**config.mk**
```make
export PLATFORM = sky130hd
export DESIGN_NAME = ped_signal_ctrl
export DESIGN_NICKNAME = d
export VERILOG_FILES = /design/src/rtl/ped_signal_ctrl.sv
export SDC_FILE = /design/constraint.sdc
export NUM_CORES = 1
export LEC_CHECK = 0
export CAP_MARGIN = 25
export CORE_MARGIN = 5
export CORE_UTILIZATION = 35
export DETAILED_ROUTE_END_ITERATION = 8
export GPL_TIMING_DRIVEN = 0
export SETUP_SLACK_MARGIN = 0.05
export SYNTH_ARGS = -nofsm -noshare
export SYNTH_HDL_FRONTEND = slang
export SYNTH_SLANG_ARGS = --single-unit
```
**constraint.sdc**
```tcl
create_clock -name clk -period 2.8 [get_ports clk]
set_input_delay 0.56 -clock clk [delete_from_list [all_inputs] [get_ports clk]]
set_output_delay 0.56 -clock clk [all_outputs]
set_load 0.05 [all_outputs]
```
**src/rtl/ped_signal_ctrl.sv**
```systemverilog
// Pedestrian WALK / DON'T WALK controller for the NS and EW crosswalks, keyed on the north and east lights.
// Optional PED_COUNTDOWN_EN drives the clearance countdown outputs; otherwise they are tied to 0.
module ped_signal_ctrl #(
  parameter int WALK_CYCLES  = 20,
  parameter int FLASH_CYCLES = 15,
  parameter int FLASH_HALF   = 2,
  parameter int CNT_W        = 8
) (
  input  logic             clk,
  input  logic             rst,
  input  logic [1:0]       north,
  input  logic [1:0]       south,
  input  logic [1:0]       east,
  input  logic [1:0]       west,
  input  logic             ns_req,
  input  logic             ew_req,
  output logic             ns_ack,
  output logic             ew_ack,
  output logic             ns_walk,
  output logic             ew_walk,
  output logic             ns_dont_walk,
  output logic             ew_dont_walk,
  output logic [CNT_W-1:0] ns_countdown,
  output logic [CNT_W-1:0] ew_countdown,
  output logic             fault
);

  typedef enum logic [1:0] {DONT_WALK, WALK, FLASH} state_e;

  localparam logic [1:0]       GREEN      = 2'd0;
  localparam logic [1:0]       RED        = 2'd2;
  localparam logic [CNT_W-1:0] WALK_LOAD  = CNT_W'(WALK_CYCLES - 1);
  localparam logic [CNT_W-1:0] FLASH_LOAD = CNT_W'(FLASH_CYCLES - 1);
  localparam logic [CNT_W-1:0] HALF_LAST  = CNT_W'(FLASH_HALF - 1);

  // Index 0 is the NS axis (keyed on north), index 1 the EW axis (keyed on east).
  logic [1:0] light [2];
  logic [1:0] req;
  assign light[0] = north;
  assign light[1] = east;
  assign req      = {ew_req, ns_req};

  state_e           state_q [2];
  state_e           state_d [2];
  logic [CNT_W-1:0] cnt_q   [2];
  logic [CNT_W-1:0] cnt_d   [2];
  logic [CNT_W-1:0] half_q  [2];
  logic [CNT_W-1:0] half_d  [2];
  logic [1:0]       prev_q  [2];
  logic [1:0]       prev_d  [2];
  logic [1:0]       latch_q, latch_d;
  logic [1:0]       walk_q, walk_d;
  logic [1:0]       dont_walk_q, dont_walk_d;
  logic [1:0]       ack_q, ack_d;
  logic             fault_q, fault_d;
  logic             fault_cond;
  logic [1:0]       green, entry;

  assign fault_cond = (north != south) || (east != west) || ((north != RED) && (east != RED));

  always_comb begin
    fault_d     = fault_q | fault_cond;
    latch_d     = latch_q | req;
    walk_d      = walk_q;
    dont_walk_d = dont_walk_q;
    ack_d       = 2'b00;
    green       = 2'b00;
    entry       = 2'b00;
    for (int a = 0; a < 2; a++) begin
      state_d[a] = state_q[a];
      cnt_d[a]   = cnt_q[a];
      half_d[a]  = half_q[a];
      prev_d[a]  = light[a];
      green[a]   = (light[a] == GREEN);
      entry[a]   = green[a] && (prev_q[a] != GREEN);

      // A fault raised this cycle already suppresses grants at this edge.
      if (fault_d) begin
        state_d[a]     = DONT_WALK;
        walk_d[a]      = 1'b0;
        dont_walk_d[a] = 1'b1;
        cnt_d[a]       = '0;
        half_d[a]      = '0;
      end else begin
        case (state_q[a])
          DONT_WALK: begin
            walk_d[a]      = 1'b0;
            dont_walk_d[a] = 1'b1;
            if (entry[a] && (latch_q[a] || req[a])) begin
              state_d[a]     = WALK;
              walk_d[a]      = 1'b1;
              dont_walk_d[a] = 1'b0;
              ack_d[a]       = 1'b1;
              latch_d[a]     = 1'b0;
              cnt_d[a]       = WALK_LOAD;
            end
          end
          WALK: begin
            if (!green[a]) begin
              state_d[a]     = DONT_WALK;
              walk_d[a]      = 1'b0;
              dont_walk_d[a] = 1'b1;
            end else if (cnt_q[a] == '0) begin
              state_d[a]     = FLASH;
              walk_d[a]      = 1'b0;
              dont_walk_d[a] = 1'b1;
              cnt_d[a]       = FLASH_LOAD;
              half_d[a]      = '0;
            end else begin
              cnt_d[a] = cnt_q[a] - CNT_W'(1);
            end
          end
          FLASH: begin
            if (!green[a] || (cnt_q[a] == '0)) begin
              state_d[a]     = DONT_WALK;
              walk_d[a]      = 1'b0;
              dont_walk_d[a] = 1'b1;
            end else begin
              cnt_d[a] = cnt_q[a] - CNT_W'(1);
              if (half_q[a] == HALF_LAST) begin
                dont_walk_d[a] = ~dont_walk_q[a];
                half_d[a]      = '0;
              end else begin
                half_d[a] = half_q[a] + CNT_W'(1);
              end
            end
          end
          default: begin
            state_d[a]     = DONT_WALK;
            walk_d[a]      = 1'b0;
            dont_walk_d[a] = 1'b1;
          end
        endcase
      end
    end
  end

  always_ff @(posedge clk or posedge rst) begin
    if (rst) begin
      for (int a = 0; a < 2; a++) begin
        state_q[a] <= DONT_WALK;
        cnt_q[a]   <= '0;
        half_q[a]  <= '0;
        prev_q[a]  <= RED;
      end
      latch_q     <= 2'b00;
      walk_q      <= 2'b00;
      dont_walk_q <= 2'b11;
      ack_q       <= 2'b00;
      fault_q     <= 1'b0;
    end else begin
      for (int a = 0; a < 2; a++) begin
        state_q[a] <= state_d[a];
        cnt_q[a]   <= cnt_d[a];
        half_q[a]  <= half_d[a];
        prev_q[a]  <= prev_d[a];
      end
      latch_q     <= latch_d;
      walk_q      <= walk_d;
      dont_walk_q <= dont_walk_d;
      ack_q       <= ack_d;
      fault_q     <= fault_d;
    end
  end

`ifdef PED_COUNTDOWN_EN
  // In FLASH the phase counter holds remaining-minus-one, so the display is one above it.
  logic [CNT_W-1:0] countdown_q [2];
  logic [CNT_W-1:0] countdown_d [2];

  always_comb begin
    for (int a = 0; a < 2; a++) begin
      countdown_d[a] = '0;
      if (state_d[a] == FLASH) countdown_d[a] = cnt_d[a] + CNT_W'(1);
    end
  end

  always_ff @(posedge clk or posedge rst) begin
    if (rst) begin
      countdown_q[0] <= '0;
      countdown_q[1] <= '0;
    end else begin
      countdown_q[0] <= countdown_d[0];
      countdown_q[1] <= countdown_d[1];
    end
  end

  assign ns_countdown = countdown_q[0];
  assign ew_countdown = countdown_q[1];
`else
  assign ns_countdown = '0;
  assign ew_countdown = '0;
`endif

  assign ns_ack       = ack_q[0];
  assign ew_ack       = ack_q[1];
  assign ns_walk      = walk_q[0];
  assign ew_walk      = walk_q[1];
  assign ns_dont_walk = dont_walk_q[0];
  assign ew_dont_walk = dont_walk_q[1];
  assign fault        = fault_q;

endmodule
```
==> run summary <==
top cells by area, synth: dfrtp_1, ha_1, a21oi_1
Root Buffer: clkbuf_8
final number of max-transition violations: 0
Synth Register Bits: 49
max cap viols: 0
PwrDens: 375 nW/um2
Crit path arrival time: 2800 ps
clock transition at the registers of the reported paths: 100 ps
dpl cells: 499
# fillers: 850
Async S/R FF share, synth: 100%
initial antenna violation count: 0
final net count: 424
DRC Markers: 0
Post-DP Area: 3570 um2
final HPWL from detailed placement: 5180 um
Clock Latency Late Sink: 300 ps
met1 Use GR: 19.0%
ys flop type: dfrtp_1
YS warnings: 0
Worst path max stage delay: 580 ps
Mapped Cells: 357
Setup violations, final: 0
antenna cells: 0
Via density: 5.35
gr ovfl total: 0
busiest grt layer: met2
Worst Skew: 8.01 ps
Max clock buf depth: 2
met2 Use GR: 20.5%
RSZ-0062 raised after global routing: false
drt pass-1 iters: 4
most frequent cell after synthesis: dfrtp_1
vias in the first global route: 2,639
CTS tree: yes
Die Y-Extent: 105 um
Worst Tran Pin Value: 790 ps
critical path peak fanout: 10
total power: 1.39 mW
share of cells above drive strength 1: 13.5%
HP Class: reg2reg
pin count of the biggest net entering global routing: 39
Util after Layout: 42.0%
routed length per instance: 14.3 um
vias: 2,720
Detail Route Antenna Nets: 0
chip width: 105 um
Finished Layout Cells: 508
post-synthesis instance area: 3180 um2
Num CTS Buffers: 5
CTS H-tree depth: 2
Crit-path slowest cell: or4_1
Ports: 35
period utilisation layout: 92.2%
core box area: 8810 um2
DR iter-0 viols: 206
Worst VDD drop: 178 uV
Seq/Total Area, Yosys: 38.7%
effective utilization at floorplan: 36.1%
met3 usage: 2.14%
DIE AREA: 11,100 um2
IO Port Bufs: 18
Yosys cell types: 66
Mean Syn Cell Area: 8.91 um2
GR Util All Layers: 13.5%
result of the run: finished clean
CP cell instances: clkdlybuf4s50_1, xor2_1, or4_1, a21oi_4, inv_2, buf_2, buf_1, a21oi_1
Achievable Freq: 0.387 GHz
Area Growth Syn to Fin: 16.3%
Rows: 34
final hold slack: 486 ps
Bufs and invs on worst path: 4
first-pass GRT wire length: 12,600 um
area leader, netlist: dfrtp_1
Final Wtd Congestion: 0.793
Largest delay share family, worst path: buffers and inverters
Post-CTS Setup Bufs: 1
Routed WL: 7290 um
Setup CP Type: in2reg
relative slew slack: 47.0%
Fin. Hold Viols: 0
clock period minus worst slack: 2580 ps
Post-synth EDFFs: 0
fin area: 3700 um2
Synth top cells by count: dfrtp_1, nor2_1, a21oi_1
CP endpoint kind: register
critical path launch point type: input pin
PostCTS Resize Cnt: 0
Leak: 1.49 nW
Clock Sinks: 49
post-synth top area share: 35.4%
Post-CTS Hold Buffers: 0
CP required: 3020 ps
## metal layers
| metal | share of wire [%] | up-vias |
|---|---|---|
| met5 | 0 | - |
| met4 | 1.8 | 0 |
| met3 | 4.6 | 11 |
| met2 | 45 | 61 |
| met1 | 49 | 1294 |
| li1 | - | 1354 |
## where the power goes
| group | switching (mW) | internal, mW |
|---|---|---|
| Sequential | 0.000700 | 0.711 |
| Clock | 0.249 | 0.291 |
| Combinational | 0.0927 | 0.0441 |
## cell families (layout without fill, tap and decap cells)
group | Yosys count | in the layout | share of synthesized area, %
buf+inv | 47 | 75 | 7.83
compound gates | 106 | 106 | 22.6
flops | 49 | 49 | 38.7
simple gates | 131 | 131 | 22.6
xor+xnor | 3 | 3 | 0.826
mux | 7 | 7 | 2.28
other cells | 1 | 16 | 0.118
fa+ha+maj | 13 | 13 | 5.11
## cells in the final DEF (no fill, tap or decap), types with 6 or more instances in the layout
cell type,instances
or4_1,7
clkbuf_8,6
dfrtp_1,45
clkbuf_1,7
a21oi_1,29
nor2_1,34
o21ai_0,25
inv_1,15
nor3_1,12
clkdlybuf4s50_1,18
nand2b_1,6
a31oi_1,18
conb_1,16
nand2_1,24
buf_4,17
ha_1,13
nand3_1,6
and3_1,7
## worst register-to-register path, delay by kind of cell (launching register included)
family,cells,cell delay [ps]
buf+inv,3,610
simple gates,4,1180
fa+ha+maj,1,140
flops,1,410
compound gates,1,140
## sequential cells by signal, indices dropped and copies added, names as in the netlist
| signal | cells |
|---|---|
| half_q | 16 |
| cnt_q | 16 |
| ack_q | 2 |
| prev_q | 4 |
| walk_q | 2 |
| dont_walk_q | 2 |
| state_q | 4 |
| latch_q | 2 |
| fault | 1 |
## per-stage QoR
| stage | setup WS [ps] | TNS, ps |
|---|---|---|
| floorplan | 615 | 0 |
| global placement | -296 | -6570 |
| detailed placement | -302 | -5230 |
| CTS | 195 | 0 |
| global route | 60.1 | 0 |
| finish | 219 | 0 |
## final timing paths
| kind | start | slack (ps) | endpoint | depth (start not counted) |
|---|---|---|---|---|
| max in group asynchronous | rst | 1730 | prev_q[1] | 3 |
| max | east[1] | 220 | cnt_q[4] | 8 |
| min reg2reg | half_q[15] | 490 | half_q[15] | 1 |
| min in group asynchronous | rst | 510 | half_q[2] | 2 |
| max reg2reg | state_q[1] | 260 | half_q[1] | 9 |
| min | half_q[15] | 490 | half_q[15] | 1 |
## area by class of cell
type                    instances  area (um2)  area share, %
plain buffers                  30         185           5.00
multi-input cells             276        1760           47.5
inverters                      17        63.8           1.72
well taps                     108         135           3.65
repair buffers                 20         208           5.61
clock inverters                 2        37.5           1.01
flip-flops and latches         49        1230           33.3
clock buffers                   6        82.6           2.23
(Power assumes the default switching activity.)
==> RTL edit 1 (same flow settings) <==
Add a define of `PED_COUNTDOWN_EN`.
--- a/src/rtl/ped_signal_ctrl.sv
+++ b/src/rtl/ped_signal_ctrl.sv
@@ -1,5 +1,7 @@
 // Pedestrian WALK / DON'T WALK controller for the NS and EW crosswalks, keyed on the north and east lights.
 // Optional PED_COUNTDOWN_EN drives the clearance countdown outputs; otherwise they are tied to 0.
+`define PED_COUNTDOWN_EN
+
 module ped_signal_ctrl #(
   parameter int WALK_CYCLES  = 20,
   parameter int FLASH_CYCLES = 15,
Function: no difference found for any inputs over 10 cycles, from zero or initial values and one cycle with rst high; that may be too few to reach the edited logic, so the function may still have changed.
==> RTL edit 1 against the original RTL <==
The run now ends with negative setup slack left. Worst setup slack got worse by 260 ps. Routed wire length grew 40%. Hold slack better by 6.5 ps. Final cell count grew 22%. Synthesized area grew 17%. Final area up 35%. Total power increased by 27%. Sequential share of layout area shrank 0.59 points. Register-to-register slack worse by 270 ps. Combinational power fell by 32%. Sequential power grew 33%. Maximum frequency shrank 9.1%. Sequential cell count is 16 higher. Non-clock buffer count is 28 higher.
==> RTL edit 1: results <==
[finish]
finish.net_count = 501
post_route_cells_drive_above_1_share_pct = 25.72
fillCellCount = 996

[global_routing]
first_pass_grt_wire_length_um = 16840
grt_start_max_net_pins = 37

[sta]
final.setup.worst_slack_ps = -38.13
max_slew.worst_pin.slew_ps = 699.9
setup_violations = 1

[worst_setup_path]
worst_path_top_cell_family_by_delay = simple AND/OR/NAND/NOR gates
critical_path_peak_fanout = 8
critical_path.max_stage_delay_ps = 560
worst_path_arrival_time_ps = 3110

[run_status]
outcome = finished with violations
violations_in_the_final_reports = negative setup slack

[routing]
first_iter_violations = 182
route.final.wire_length_um = 10230
vias = 3367

[placed_design]
finalWeightedCongestion = 0.8891
dpl.cell_count = 578
detailedPlace.worstSlack_ps = -1265
detailedPlacementHpwl_um = 6884
placement.io_buffers = 34

[yosys]
synth_seq_area_share_pct = 43.73
yosys-top-cells-area = dfrtp_1, nor2_1, xor2_1
synth.mux.area_fraction_pct = 1.677
fraction_of_the_mapped_netlist_area_in_compound_gates_pct = 17.34
syn_inst = 407

[pwr]
ir_worst_vdd_v = 0.0001856
p_leak_nw = 2.033

[clock_tree]
clk_latency_ps = 340
clk_pin_slew_ps = 70
clock_tree.htree_level_count = 3
## RTL edit 1: changes by cell type after synthesis, moves of 5 or more
cell and delta:
xnor2_1 +7, a21oi_1 -11, nand4_1 +9, nor2_1 +22, ha_1 -5, buf_4 -16, dfrtp_1 +16, xor2_1 +13
nand3_1 +8, a31oi_1 -14
## RTL edit 1: kinds of logic after synthesis
| group | Yosys count |
|---|---|
| simple gates | 179 |
| compound gates | 92 |
| flops | 65 |
| buf+inv | 34 |
| xor+xnor | 23 |
| fa+ha+maj | 8 |
| mux | 6 |
## RTL edit 1: cell type report
cell class | instances | share of cell area, %
Buffer | 13 | 1.753
Multi-Input combinational cell | 308 | 45.17
Sequential cell | 65 | 32.67
Clock buffer | 13 | 3.180
Clock inverter | 3 | 0.3505
Timing Repair Buffer | 65 | 12.04
Tap cell | 136 | 3.405
Inverter | 19 | 1.427
## RTL edit 1: where the power goes
part / switching, mW / internal (mW)
Sequential: 0.00167 / 0.943
Clock: 0.359 / 0.368
Combinational: 0.0584 / 0.0341
## RTL edit 1: routing by layer
layer  share of wire [%]  track usage (%)
met5                   0                0
met4                 1.5            5.769
met3                 4.6            3.690
met2                  49            26.22
met1                  45            21.40
## RTL edit 1: metrics by stage
stage | setup TNS, ps | utilization (%)
after global placement | -59540 | 41.00
final | -38.13 | 48.19
after detailed placement | -24960 | 41.19
after floorplan | 0 | -
after global routing | -624.1 | 48.19
after CTS | -89.62 | 46.69
## RTL edit 1: worst paths after layout
| check | to | from | depth (start not counted) | slack, ps |
|---|---|---|---|---|
| max | ns_countdown[7]$_DFF_PP0_ | north[1] | 8 | -40 |
| min | half_q[15]$_DFFE_PP0P_ | half_q[15]$_DFFE_PP0P_ | 1 | 490 |
| max reg2reg | ns_countdown[7]$_DFF_PP0_ | cnt_q[8]$_DFF_PP0_ | 9 | -10 |
| min reg2reg | half_q[15]$_DFFE_PP0P_ | half_q[15]$_DFFE_PP0P_ | 1 | 490 |
| max in group asynchronous | dont_walk_q[1]$_DFFE_PP1P_ | rst | 3 | 1480 |
| min in group asynchronous | cnt_q[2]$_DFF_PP0_ | rst | 2 | 630 |
## RTL edit 1: timing repair
item                                    in CTS  in global routing
endpoints found under the setup margin      34                 17
pin swaps                                   22                 20
resized for setup                           64                 29
setup buffers                               22                  8
hold endpoints to repair                     0                  0
==> RTL edit 2 (same flow settings) <==
Without the edit above. Register the output `fault` once more; this adds one clock of latency there. The other outputs are not delayed to match. Comments in the files are not updated.
--- a/src/rtl/ped_signal_ctrl.sv
+++ b/src/rtl/ped_signal_ctrl.sv
@@ -198,6 +198,8 @@
   assign ew_walk      = walk_q[1];
   assign ns_dont_walk = dont_walk_q[0];
   assign ew_dont_walk = dont_walk_q[1];
-  assign fault        = fault_q;
+  always_ff @(posedge clk) begin
+    fault <= fault_q;
+  end
 
 endmodule
Behaviour: not the same (Yosys sat finds a counterexample within 4 cycles, from zero or initial values and one cycle with rst high).
==> RTL edit 2 against the original RTL <==
Worst setup slack worse by 37 ps. Synthesized area is 2.2% higher. Global-route usage rose by 1.2 points. Non-clock buffer count rose by 2. Clock skew rose by 3.7 ps. Register-to-register slack improved by 50 ps. Final area is 3.0% higher. Routed wire length rose by 10%. Total power is 5.9% lower. Combinational power is 3% higher. Utilization shrank 0.36 points. First-iteration DRC count decreased by 33%. Sequential power rose by 2%. Sequential cell count rose by 1. Critical endpoint is now cnt_q[11]$_DFFE_PP0P_. Largest cell class unchanged.
==> RTL edit 2: results <==
[run_status]
outcome = finished clean

[clock_tree]
numCtsBuffers = 5
ctsRootBufferMaster = clkbuf_8
clk_pin_slew_ps = 100
clk_latency_ps = 300
ctsLongestPathBuffers = 2
clock_tree.htree_level_count = 2

[yosys]
synthArstFlopShare_pct = 98.00
syn_inst = 373
yosys-top-cells-area = dfrtp_1, ha_1, nor2_1
ys_top_cells_by_count = dfrtp_1, nor2_1, o21ai_0, a21oi_1, nand2_1
synth_seq_area_share_pct = 38.46
ys_types = 63

[global_routing]
grt_start_max_net_pins = 35
first_global_vias = 2766
global_route.usage.total_pct = 14.67
global_route.usage.met1_pct = 19.56
grt.met2_usage_pct = 25.52
global_routing_usage_on_met3_pct = 2.247
antenna_found_initial = 0
first_pass_grt_wire_length_um = 13650

[placed_design]
dpl.cell_count = 518
detailedPlacementHpwl_um = 5914
detailedPlace.worstSlack_ps = -517.6
placed_cell_area_um2 = 3649
finalWeightedCongestion = 0.8012

[floorplanning]
floorplan.die.width_um = 106.4

[routing]
route.detailed.vias_per_inst = 5.447
first_pass_iters = 4
wl_met2_um = 3915
top_signal_layer_used = met4
route.final.wire_length_um = 8023
first_iter_violations = 138
routed-wl-met3_um = 247
wl_met1_um = 3827

[finish]
largest_registers = cnt_q x16, half_q x16
finish.net_count = 441
fillCellCount = 940
post_route_cells_drive_above_1_share_pct = 13.67
n_antenna_cell = 0
finalNonFillerCells = 528

[worst_setup_path]
critical_path_peak_fanout = 5
worst_path_arrival_time_ps = 2820
rr_worst_depth = 7

[sta]
worst_clock_skew_ps = 11.75
max_slew.worst_pin.slew_ps = 876.3
totalNegativeSetupSlack_ps = 0

[pwr]
ir_worst_vdd_v = 0.0001631
power_density_nw_per_um2 = 342.6
p_leak_nw = 1.574

[worst_hold_path]
min_path_type = register to register
min_delay_path_depth = 0
## RTL edit 2: cells by family (layout without fill, tap and decap cells)
group                    after synthesis  count (layout)  share of synthesized area, %
multiplexers                           4               4                         1.231
other                                  1              16                        0.1153
flip-flops                            50              50                         38.46
buffers and inverters                 49              78                         8.038
XOR/XNOR                               5               5                         1.346
adder cells (fa/ha/maj)               13              13                         5.000
AND/OR/NAND/NOR                      140             140                         22.73
AO/OA/AOI/OAI                        111             111                         23.08
## RTL edit 2: worst max-delay path: stages
cell and delay [ps]:
clkdlybuf4s50_1 500, xor2_1 170, or4_1 460, buf_2 190, a221oi_1 580, nor2_1 130
o22a_1 220
## RTL edit 2: power breakdown
part	switching [mW]	internal, mW
clock	0.239	0.200
combinational	0.0954	0.0456
sequential	0.00111	0.725
## RTL edit 2: path summary, 6_finish.rpt
check | to | slack (ps) | startpoint
max | cnt_q[11]$_DFFE_PP0P_ | 180 | north[1]
min | fault$_DFF_P_ | 400 | fault_q$_DFF_PP0_
max reg2reg | half_q[7]$_DFFE_PP0P_ | 310 | cnt_q[0]$_DFFE_PP0P_
min reg2reg | fault$_DFF_P_ | 400 | fault_q$_DFF_PP0_
max in group asynchronous | prev_q[3]$_DFF_PP1_ | 1680 | rst
min in group asynchronous | half_q[4]$_DFFE_PP0P_ | 540 | rst
## RTL edit 2: final cells by class
cell class	count	area, um^2	share of cell area [%]
Tap cell	111	138.9	3.642
Sequential cell	50	1251	32.81
Multi-Input combinational cell	289	1852	48.56
Clock inverter	1	5.005	0.1312
Buffer	31	195.2	5.118
Inverter	18	67.56	1.772
Clock buffer	7	86.33	2.264
Timing Repair Buffer	21	217.7	5.709
## RTL edit 2: timing repair
item                       CTS  global route
setup endpoints to repair   27            18
resized for setup            5             6
pin swaps                    1             2
gates cloned                 0             0
buffers inserted             2             0
